## src/rtl/hex_msg_pkg.sv

```systemverilog
// Shared types and constant tables for the hex message display.
// Contents:
//   char_t      5-bit character code rendered by char_to_seg
//   msg_id_t    message identifiers selected from game_state/player
//   mode_t      per-message display mode (static, scrolling, blinking)
//   MSG_ROM     character table, one row of ROM_LEN characters per message
//   MSG_LENGTH  real length L of each message (row tail beyond L is unused)
//   MSG_MODE    display mode of each message
//   select_msg  maps game_state/player onto a message id
package hex_msg_pkg;

  localparam int ROM_LEN  = 16;
  localparam int NUM_MSGS = 8;

  typedef enum logic [4:0] {
    C_BLANK = 5'd0, C_G, C_O, C_R, C_E, C_D, C_N, C_ONE,
    C_F, C_U, C_L, C_P, C_S, C_T, C_DASH
  } char_t;

  typedef enum logic [2:0] {
    GO_RED = 3'd0, GO_GRN, RED_WIN, GRN_WIN, TIE
  } msg_id_t;

  typedef enum logic [1:0] {STATIC, SCROLL, BLINK} mode_t;

  // Rows 5..7 are never selected; they exist so any 3-bit id indexes safely.
  localparam char_t MSG_ROM [NUM_MSGS][ROM_LEN] = '{
    '{C_G, C_O, C_BLANK, C_R, C_E, C_D, C_BLANK, C_BLANK,
      C_BLANK, C_BLANK, C_BLANK, C_BLANK, C_BLANK, C_BLANK, C_BLANK, C_BLANK},
    '{C_G, C_O, C_BLANK, C_G, C_R, C_N, C_BLANK, C_BLANK,
      C_BLANK, C_BLANK, C_BLANK, C_BLANK, C_BLANK, C_BLANK, C_BLANK, C_BLANK},
    '{C_R, C_E, C_D, C_BLANK, C_ONE, C_BLANK, C_BLANK, C_P,
      C_R, C_E, C_S, C_S, C_BLANK, C_R, C_S, C_T},
    '{C_G, C_R, C_N, C_BLANK, C_ONE, C_BLANK, C_BLANK, C_P,
      C_R, C_E, C_S, C_S, C_BLANK, C_R, C_S, C_T},
    '{C_F, C_U, C_L, C_L, C_BLANK, C_BLANK, C_BLANK, C_BLANK,
      C_BLANK, C_BLANK, C_BLANK, C_BLANK, C_BLANK, C_BLANK, C_BLANK, C_BLANK},
    '{default: C_BLANK},
    '{default: C_BLANK},
    '{default: C_BLANK}
  };

  localparam logic [4:0] MSG_LENGTH [NUM_MSGS] = '{
    5'd6, 5'd6, 5'd16, 5'd16, 5'd4, 5'd0, 5'd0, 5'd0
  };

  localparam mode_t MSG_MODE [NUM_MSGS] = '{
    STATIC, STATIC, SCROLL, SCROLL, BLINK, STATIC, STATIC, STATIC
  };

  function automatic msg_id_t select_msg(input logic [1:0] gs, input logic pl);
    case (gs)
      2'b00:   return pl ? GO_GRN : GO_RED;
      2'b01:   return RED_WIN;
      2'b10:   return GRN_WIN;
      default: return TIE;
    endcase
  endfunction

endpackage

```

## src/rtl/char_to_seg.sv

```systemverilog
// Character code to seven-segment glyph decoder (pure combinational).
// Ports:
//   ch   in  char_t      character code
//   seg  out [6:0]       active-low segments, bit0 = a ... bit6 = g
// Codes without a glyph render as blank.
module char_to_seg
  import hex_msg_pkg::*;
(
  input  char_t      ch,
  output logic [6:0] seg
);

  always_comb begin
    case (ch)
      C_G:     seg = 7'b0000010;
      C_O:     seg = 7'b1000000;
      C_R:     seg = 7'b0101111;
      C_E:     seg = 7'b0000110;
      C_D:     seg = 7'b0100001;
      C_N:     seg = 7'b0101011;
      C_ONE:   seg = 7'b1111001;
      C_F:     seg = 7'b0001110;
      C_U:     seg = 7'b1000001;
      C_L:     seg = 7'b1000111;
      C_P:     seg = 7'b0001100;
      C_S:     seg = 7'b0010010;
      C_T:     seg = 7'b0000111;
      C_DASH:  seg = 7'b0111111;
      default: seg = 7'b1111111;
    endcase
  end

endmodule

```

## src/rtl/hex_message_display.sv

```systemverilog
// Game-status message display for NUM_DIGITS seven-segment digits.
// Picks a message from game_state/player, shows short messages statically,
// scrolls long ones left one character per SCROLL_TICKS cycles, and blinks
// the tie message with a BLINK_TICKS half-period.
// Ports:
//   clock        in   system clock, all state on posedge
//   reset        in   synchronous, active-low
//   player       in   0 = red to move, 1 = green to move
//   game_state   in   00 in progress, 01 red wins, 10 green wins, 11 tie
//   freeze       in   holds scroll offset, blink phase and tick counters
//   HEX          out  registered active-low glyphs, HEX[NUM_DIGITS-1] leftmost
//   scroll_wrap  out  one-cycle pulse when the scroll offset wraps to 0
module hex_message_display
  import hex_msg_pkg::*;
#(
  parameter int NUM_DIGITS   = 6,
  parameter int MSG_LEN      = 16,
  parameter int SCROLL_TICKS = 25000000,
  parameter int BLINK_TICKS  = 12500000
) (
  input  logic       clock,
  input  logic       reset,
  input  logic       player,
  input  logic [1:0] game_state,
  input  logic       freeze,
  output logic [6:0] HEX [NUM_DIGITS],
  output logic       scroll_wrap
);

  localparam int OFF_W = (MSG_LEN > 1) ? $clog2(MSG_LEN) : 1;
  localparam int SC_W  = $clog2(SCROLL_TICKS);
  localparam int BC_W  = $clog2(BLINK_TICKS);

  msg_id_t          msg_id, cur_id, sel_id;
  logic [OFF_W-1:0] offset, sel_off;
  logic [SC_W-1:0]  scroll_cnt;
  logic [BC_W-1:0]  blink_cnt;
  logic             blink_on, sel_blink;
  logic             scroll_en, blink_en, last_char, msg_change;
  char_t            win_char [NUM_DIGITS];
  logic [6:0]       seg [NUM_DIGITS];

  // Character shown at window position i (0 = leftmost). Positions past the
  // end of a short message are blank; long messages wrap modulo their own
  // length, not the ROM row width.
  function automatic char_t window_char(input msg_id_t id,
                                        input logic [OFF_W-1:0] off,
                                        input int i);
    int len;
    int pos;
    len = int'(MSG_LENGTH[id]);
    if (i >= len) return C_BLANK;
    pos = int'(off) + i;
    if (pos >= len) pos = pos - len;
    return MSG_ROM[id][pos[3:0]];
  endfunction

  assign msg_id     = select_msg(game_state, player);
  assign msg_change = (msg_id != cur_id);
  assign scroll_en  = (MSG_MODE[cur_id] == SCROLL) &&
                      (int'(MSG_LENGTH[cur_id]) > NUM_DIGITS);
  assign blink_en   = (MSG_MODE[cur_id] == BLINK);
  assign last_char  = (int'(offset) == int'(MSG_LENGTH[cur_id]) - 1);

  // The glyph register follows the state registers one cycle behind, except
  // on reset or a message change where the new message at offset 0 is shown
  // from the same edge.
  always_comb begin
    sel_id    = cur_id;
    sel_off   = offset;
    sel_blink = blink_on;
    if (!reset) begin
      sel_id    = GO_RED;
      sel_off   = '0;
      sel_blink = 1'b1;
    end else if (msg_change) begin
      sel_id    = msg_id;
      sel_off   = '0;
      sel_blink = 1'b1;
    end
  end

  always_comb begin
    for (int d = 0; d < NUM_DIGITS; d++)
      win_char[d] = window_char(sel_id, sel_off, NUM_DIGITS - 1 - d);
  end

  for (genvar d = 0; d < NUM_DIGITS; d++) begin : g_digit
    char_to_seg u_dec (.ch(win_char[d]), .seg(seg[d]));
  end

  // Position / phase state
  always_ff @(posedge clock) begin
    if (!reset) begin
      cur_id      <= GO_RED;
      offset      <= '0;
      scroll_cnt  <= '0;
      blink_cnt   <= '0;
      blink_on    <= 1'b1;
      scroll_wrap <= 1'b0;
    end else if (msg_change) begin
      cur_id      <= msg_id;
      offset      <= '0;
      scroll_cnt  <= '0;
      blink_cnt   <= '0;
      blink_on    <= 1'b1;
      scroll_wrap <= 1'b0;
    end else begin
      scroll_wrap <= 1'b0;
      if (!freeze) begin
        if (scroll_en) begin
          if (scroll_cnt == SC_W'(SCROLL_TICKS - 1)) begin
            scroll_cnt <= '0;
            if (last_char) begin
              offset      <= '0;
              scroll_wrap <= 1'b1;
            end else begin
              offset <= offset + OFF_W'(1);
            end
          end else begin
            scroll_cnt <= scroll_cnt + SC_W'(1);
          end
        end
        if (blink_en) begin
          if (blink_cnt == BC_W'(BLINK_TICKS - 1)) begin
            blink_cnt <= '0;
            blink_on  <= ~blink_on;
          end else begin
            blink_cnt <= blink_cnt + BC_W'(1);
          end
        end
      end
    end
  end

  // Glyph output register
  always_ff @(posedge clock) begin
    for (int d = 0; d < NUM_DIGITS; d++)
      HEX[d] <= sel_blink ? seg[d] : 7'b1111111;
  end

endmodule

```

## config.mk

```make
export PLATFORM = sky130hd
export DESIGN_NAME = hex_message_display
export DESIGN_NICKNAME = d
export VERILOG_FILES = /design/src/rtl/hex_msg_pkg.sv /design/src/rtl/char_to_seg.sv /design/src/rtl/hex_message_display.sv
export SDC_FILE = /design/constraint.sdc
export NUM_CORES = 1
export LEC_CHECK = 0
export CAP_MARGIN = 40
export CORE_MARGIN = 3
export CORE_UTILIZATION = 56
export DETAILED_ROUTE_END_ITERATION = 8
export DONT_BUFFER_PORTS = 1
export HOLD_SLACK_MARGIN = 0.15
export PLACE_DENSITY = 0.71
export RECOVER_POWER = 25
export SLEW_MARGIN = 10
export SYNTH_ARGS = -nofsm -noshare
export SYNTH_HDL_FRONTEND = slang
export SYNTH_SLANG_ARGS = --single-unit
```

## constraint.sdc

```tcl
create_clock -name clock -period 7.89 [get_ports clock]
set_input_delay 0.789 -clock clock [delete_from_list [all_inputs] [get_ports clock]]
set_output_delay 0.789 -clock clock [all_outputs]
set_load 0.01 [all_outputs]
```

Word level (Yosys, flattened, before mapping)
Memories as Yosys holds them, arrays and structs flattened. A register that Yosys moved wholly into a read port is not among the register bits.
Cells that the tools add are included.
{"block": "word_totals", "out_inout_bits": 43, "mem_bits_rw": 0, "wordCells": 156, "latchBits": 0, "mem_count": 10, "register_bits": 58, "inputBits": 6, "romBits": 1408}
{"name": "(no name shown)", "depth": 8, "word_bits": 80, "read_ports": 1, "rd_clocked_by_memory_dff": 0, "write_ports": 0, "line_no": "hex_message_display.sv:55", "source": "return MSG_ROM[id][pos[3:0]];"}
{"name": "(no name shown)", "depth": 16, "word_bits": 7, "read_ports": 1, "rd_clocked_by_memory_dff": 1, "write_ports": 0, "line_no": "char_to_seg.sv:14", "source": "case (ch)"}
{"name": "(no name shown)", "depth": 16, "word_bits": 7, "read_ports": 1, "rd_clocked_by_memory_dff": 1, "write_ports": 0, "line_no": "char_to_seg.sv:14"}
{"name": "(no name shown)", "depth": 16, "word_bits": 7, "read_ports": 1, "rd_clocked_by_memory_dff": 1, "write_ports": 0, "line_no": "char_to_seg.sv:14"}
{"name": "(no name shown)", "depth": 16, "word_bits": 7, "read_ports": 1, "rd_clocked_by_memory_dff": 1, "write_ports": 0, "line_no": "char_to_seg.sv:14"}
{"name": "(no name shown)", "depth": 16, "word_bits": 7, "read_ports": 1, "rd_clocked_by_memory_dff": 1, "write_ports": 0, "line_no": "char_to_seg.sv:14"}
{"name": "4 more memories"}
{"block": "op_classes", "shift": 0, "n_eq_ne": 8, "n_mux": 68, "reduce_logical": 14, "addsub": 15, "div_mod_pow": 0, "bitwise": 14, "order_cmp": 21, "mul": 0}
{"cell": "2-to-1 mux 80 bit", "n": 2}
{"cell": "2-to-1 mux 5 bit", "n": 28}
{"cell": "binary-select mux 5 bit (select 4 bit)", "n": 6}
{"cell": "2-to-1 mux 4 bit", "n": 15}
{"cell": "greater-or-equal comparator 5 bit (second input constant)", "n": 6}
{"cell": "NOT 4 -> 5 bit", "n": 6}
{"cell": "adder 25 x 1 -> 25 bit (second input constant)", "n": 1}
{"cell": "== test 25 bit (second input constant)", "n": 1}
{"cell": "greater-or-equal comparator 5 bit", "n": 5}
{"cell": "2-to-1 mux 25 bit", "n": 1}
{"cell": "adder 24 x 1 -> 24 bit (second input constant)", "n": 1}
{"cell": "== test 24 bit (second input constant)", "n": 1}
{"cell": "2-to-1 mux 24 bit", "n": 1}
{"cell": "subtractor 4 bit", "n": 6}
{"cell": "OR reduction 2 bit", "n": 7}
{"cell": "adder 4 x 2 -> 5 bit (second input constant)", "n": 2}
{"cell": "adder 4 x 3 -> 5 bit (second input constant)", "n": 2}
{"cell": "greater-or-equal comparator 1 x 5 -> 1 bit (first input constant)", "n": 2}
{"cell": "greater-or-equal comparator 2 x 5 -> 1 bit (first input constant)", "n": 2}
{"cell": "greater-or-equal comparator 3 x 5 -> 1 bit (first input constant)", "n": 2}
{"cell": "2-to-1 mux 1 bit", "n": 10}
{"cell": "case mux 3 bit (3 select lines)", "n": 1}
{"cell": "greater-or-equal comparator 4 bit (second input constant)", "n": 2}
{"cell": "NOT 3 -> 4 bit", "n": 2}
{"cell": "other kinds (17)", "n": 28}

Longest topological paths before layout
{"block": "depth", "ltp_word": 18, "mapped_depth": 28, "depth_no_buf": 23}

By module
From an unflattened synthesis, not the netlist that was laid out.
{"block": "unflattened", "cells_unflattened": 1043, "hier_area_um2": 8250.4}
{"module": "hex_message_display", "instances": 1, "seq_area_each_um2": 2001.9, "cells_per_inst": 845, "area_each_um2": 6703.9}
{"module": "char_to_seg", "instances": 6, "seq_area_each_um2": 0.0, "cells_per_inst": 33, "area_each_um2": 257.7}

Least setup slack after synthesis
No wires, ideal clock.
{"block": "synth_path", "path_kind": "input-to-reg", "from": "in game_state[0]", "to": "reg HEX[35] (netlist name)", "cell_stages": 26, "setup_time_ns": 0.123, "setup_slack_ns": 1.352, "arrival_ns": 6.415, "required_time_ns": 7.767, "path_buffers": 6, "cell_sequence": "inv_1 ha_1 xnor2_1 and3_1 buf_4 o211ai_4 buf_2 buf_2 buf_2 ha_1 clkbuf_1 inv_1 ha_1 clkbuf_1 a22oi_1 o221ai_1 a311oi_2 mux2i_1 nand2_1 a2111oi_0 a31oi_1 or2_2 ha_1 xnor2_1 a21oi_1 o21ai_0"}
{"block": "synth_between", "elab_chain_len": 18, "word_cells_on_any_way": 32, "classes_between": "add/sub: 2; order compare: 2; eq/ne: 3; mux: 18; bitwise: 3; reduce/logical: 2; memory: 2"}
{"element": "start, declared", "line_no": "hex_message_display.sv:24", "source": "input logic [1:0] game_state,"}
{"element": "== test 2 bit, or another cell as far along", "line_no": "hex_msg_pkg.sv:52", "source": "case (gs)"}
{"element": "case mux 3 bit (3 select lines) (*)", "line_no": "hex_msg_pkg.sv:52"}
{"element": "inequality test 3 bit", "line_no": "hex_message_display.sv:59", "source": "assign msg_change = (msg_id != cur_id);"}
{"element": "2-to-1 mux 3 bit (2 in a row)"}
{"element": "NOT 3 -> 4 bit (implied by the code)", "line_no": "hex_message_display.sv:51, hex_message_display.sv:55"}
{"element": "memory read (8 x 5 bit)"}
{"element": "2-to-1 mux 5 bit (2 in a row)"}
{"element": "subtractor 4 bit or greater-or-equal comparator 5 bit (tied branches)", "line_no": "hex_message_display.sv:54", "source": "if (pos >= len) pos = pos - len;"}
{"element": "2-to-1 mux 4 bit", "line_no": "hex_message_display.sv:54"}
{"element": "2-to-1 mux 4 bit", "line_no": "hex_message_display.sv:53", "source": "pos = int'(off) + i;"}
{"element": "NOT 4 -> 5 bit (implied by the code)", "line_no": "hex_message_display.sv:55"}
{"element": "binary-select mux 5 bit (select 4 bit)", "line_no": "hex_message_display.sv:55"}
{"element": "2-to-1 mux 5 bit (implied by the code) (2 in a row)", "line_no": "hex_message_display.sv:55"}
{"element": "2-to-1 mux 5 bit", "line_no": "hex_message_display.sv:53"}
{"element": "OR reduction 2 bit (no line)"}
{"element": "end, declared", "line_no": "hex_message_display.sv:26", "source": "output logic [6:0] HEX [NUM_DIGITS],"}
Mark *: on every way between the ends. The rest lies on a longest branch, timed or not. The select of a mux whose other input is x is not followed.
A chain may end at the register's enable or synchronous reset.

Final worst setup path
Same ends and word-level chain as after synthesis.

==> results by group <==
Outcome
  – Status: finished, final reports clean

Timing
  – Fin crit period: 6.865 ns
  – Fmax: approximately 0.15 GHz
  – Clock skew: ~0.0066 ns
  – Worst slew pin tran: around 1 ns
  – Final setup viols: 0
  – Tcrit/Tclk final: ~87%
  – Rel. slew slack: ~33%
  – Hold Fails Final Rpt: 0
  – Max-slew violations: 0
  – RSZ-0062 raised after global routing: false
  – Hold WS: between 0.5 and 0.6 ns
  – Setup_tns: 0 ns

Critical path
  – Critical Path AT: between 7 and 8 ns
  – Crit Path Max Fanout: 11
  – Most numerous cell on the critical path: ha_1
  – Critical R2R Launch: cur_id[1]
  – Reg-to-Reg End: HEX[35]
  – Cell family with most CP delay: compound AO/OA/AOI/OAI gates
  – Worst reg2reg setup slack: 1.58 ns
  – Stages on the worst setup path: 20
  – CP cell instances: inv_1 > ha_1 > xnor2_1 > and3_1 > o211ai_2 > ha_1 > inv_1 > ha_1 > a22oi_1 > o221ai_1 > a311oi_2 > mux2i_1 > nand2_1 > a2111oi_0 > a31oi_1 > or2_2 > ha_1 > xnor2_1 > a21oi_1 > o21ai_0
  – CP Launch Type: primary input
  – Worst path max stage delay: 0.60 ns
  – WS Path Type: primary input to register
  – CP bufs+invs: 2
  – CP endpoint kind: register
  – Worst reg2reg path depth: 18
  – Required time of the critical path: about 8 ns
  – Worst path slowest cell: ha_1

Synthesis
  – Distinct cell type count after synthesis: between 100 and 150
  – Mapped Nets: ~1100
  – Synth async-reset ratio: 0%
  – Area contributors post-synth: dfxtp_1 (24%), ha_1 (8.7%), nor2_1 (5.4%)
  – Mapped Cells: about 1000
  – Proportion of synthesized area in mux cells: roughly 4.6%
  – EDFF count, synth: 0
  – Mapped cell area: 8222 um^2
  – Combinational family with the most area after synthesis: compound AO/OA/AOI/OAI gates
  – Average size of a mapped cell: between 8 and 9 um^2
  – XOR/XNOR share of the synthesized area: just under 7%
  – Adder-Cell Fraction of Synth Area: 10.14%
  – Synth warn: 0
  – Compound-gate portion of the synthesized area: about a quarter
  – Yosys top cell by area: dfxtp_1
  – Yosys top cell area share: about a quarter
  – Yosys reg bits: 100
  – Top_reg_cell synth: dfxtp_1
  – Post-Synth Simple-Gate Area: a little under a quarter
  – Seq/Total Area, Yosys: between 20% and 30%

Min path
  – Hold path start: scroll_cnt[21]
  – Hold Crit Class: register to register
  – Hold path depth: 2
  – Worst min-delay path endpoint: scroll_cnt[21]

Floorplan
  – Die width: 127.2 um
  – Die extent in y: 127.2 um
  – Initial Util: 58.33%
  – Row Count: 43
  – Core Area: 14100 um^2
  – Total Die Area: approximately 16000 um^2
  – Ports: a little under 50

Global route
  – GRT met2 Usage: roughly two fifths
  – Largest net degree at the start of global routing: 36
  – Met1 Usage GRT: between 30% and 40%
  – All-Layer GR Usage: roughly 25%
  – Total grt overflow: 0
  – Initial antenna violation count: 0
  – GRT busiest layer: met2
  – First-pass GRT wire length: roughly 34000 um
  – GRT met3 Usage: 5.727%
  – Vias in the first global route: 6973

Routing
  – Pre-Repair DR Iteration Count: 5
  – Residual DRC: 0
  – Final wirelength: around 21000 um
  – Via density: 6.345
  – Drt wl/cell: 17.47 um
  – Via count: about 7500
  – Antenna-violating nets left: 0
  – Number of DRC markers in iteration 0: 648

Clocking
  – Total CTS buffers: 9
  – Clock-pin slew on the worst setup and hold paths: 0.07 ns
  – Clock Sinks: 100
  – H-tree depth: 3
  – CTS tree: built
  – Clk root buf: clkbuf_16
  – CTS Hold Buffers Added: 0
  – Clock latency on the worst-skew pair: roughly 0.36 ns
  – Max Root-Sink Buffers: 2
  – Postcts setup bufs: 0
  – Post-CTS resize count: 0

Final layout
  – Final Net Count: 1071
  – Non-filler cells, final: roughly 1200
  – Commonest cells after routing, fill and taps aside: nor2_1 (119), dfxtp_1 (100), nand2_1 (84)
  – Number of fill cells: about 1300
  – Area growth syn-to-layout: 4.748%
  – Antenna cells: 0
  – Layout cells sized above 1: between 7 and 8%
  – Commonest non-fill, non-tap cell in the layout: nor2_1

Placement
  – RePlAce Congestion: approximately 0.95
  – HPWL Detailed: 14920 um
  – I/O Buffers: 0
  – Cells after DPL: around 1200

Run
  – Max cap viols: 0

Power and ir drop
  – Pwr Density: approximately 180 nW/um^2
  – Max IR drop VDD: roughly 0.12 mV
  – Lkg Pwr: roughly 3.4 nW
  – Total power: roughly 1.5 mW
[cells by family after synthesis]
kind of cell / count (synthesis)
adder cells (fa/ha/maj): 63
AO/OA/AOI/OAI: 281
flip-flops: 100
XOR/XNOR: 64
AND/OR/NAND/NOR: 391
buffers and inverters: 91
multiplexers: 33
[routing by layer]
| layer | vias up | wire, um | part of all wire (%) |
|---|---|---|---|
| li1 | 3696 | - | - |
| met1 | 3515 | 9392 | 45 |
| met2 | 258 | 9374 | 45 |
| met3 | 62 | 1299 | 6.3 |
| met4 | 0 | 675 | 3.3 |
| met5 | - | 0 | 0 |
[worst reg2reg max path: cells and delay by family, from the launching register on]
family,cells,cell delay [ns]
flip-flops,1,0.37
AND/OR/NAND/NOR,3,1.02
XOR/XNOR,2,0.51
buffers and inverters,1,0.22
AO/OA/AOI/OAI,8,2.16
multiplexers,1,0.54
adder cells (fa/ha/maj),3,1.37
[synth_stat cells, types with 7 or more instances]
cell type  count
ha_1          57
xor2_1        33
a31oi_1       12
nand3_1       39
xnor2_1       31
o31ai_1        8
or3_1         10
and2_1        13
o21a_1         8
o21ai_0       61
nor2b_1        7
a21o_1        16
dfxtp_1      100
a211oi_1      10
o211ai_1      20
inv_1         45
nand2_1       84
mux2i_1       21
buf_2         11
clkbuf_1      23
nand2b_1       8
nand4_1       30
a21oi_1       44
nor2_1       119
nor3_1        25
and3_1        15
[registers in the layout, summed over array words and instances, names as in the netlist]
name and cells:
cur_id 3, offset 4, HEX 42, blink_on 1
scroll_cnt 25, blink_cnt 24, scroll_wrap 1
[how the worst max path moves through the flow]
| stage | from | endpoint | slack (ns) |
|---|---|---|---|
| after floorplan | game_state[0] | HEX[35] | 1.35 |
| final | game_state[0] | HEX[35] | 1.03 |
| after global placement | game_state[0] | HEX[35] | 0.80 |
| after CTS | game_state[0] | HEX[35] | 1.13 |
| after detailed placement | game_state[0] | HEX[35] | 0.76 |
| after global routing | game_state[0] | HEX[35] | 0.48 |
[where the power goes]
group	switching, mW	internal [mW]
Sequential	0.0663	0.583
Combinational	0.255	0.168
Clock	0.206	0.251
Total	0.528	1.00
[per-stage QoR]
step	utilization [%]	area [um^2]	setup WS, ns
2_1_floorplan	-	8222	1.352
3_3_place_gp	58.95	8309	0.8023
3_5_place_dp	59.00	8317	0.7589
4_1_cts	61.12	8616	1.134
5_1_grt	61.10	8612	0.4781
6_report	61.10	8612	1.025
[cell type report]
type                            count  area [um^2]  area share, %
Clock buffer                       11        232.7          2.702
Clock inverter                      5        66.31         0.7700
Inverter                           50        192.7          2.237
Multi-Input combinational cell    832         5829          67.69
Sequential cell                   100         2002          23.25
Tap cell                          180        225.2          2.615
Timing Repair Buffer                9        63.81         0.7410
(Power assumes the default switching activity.)
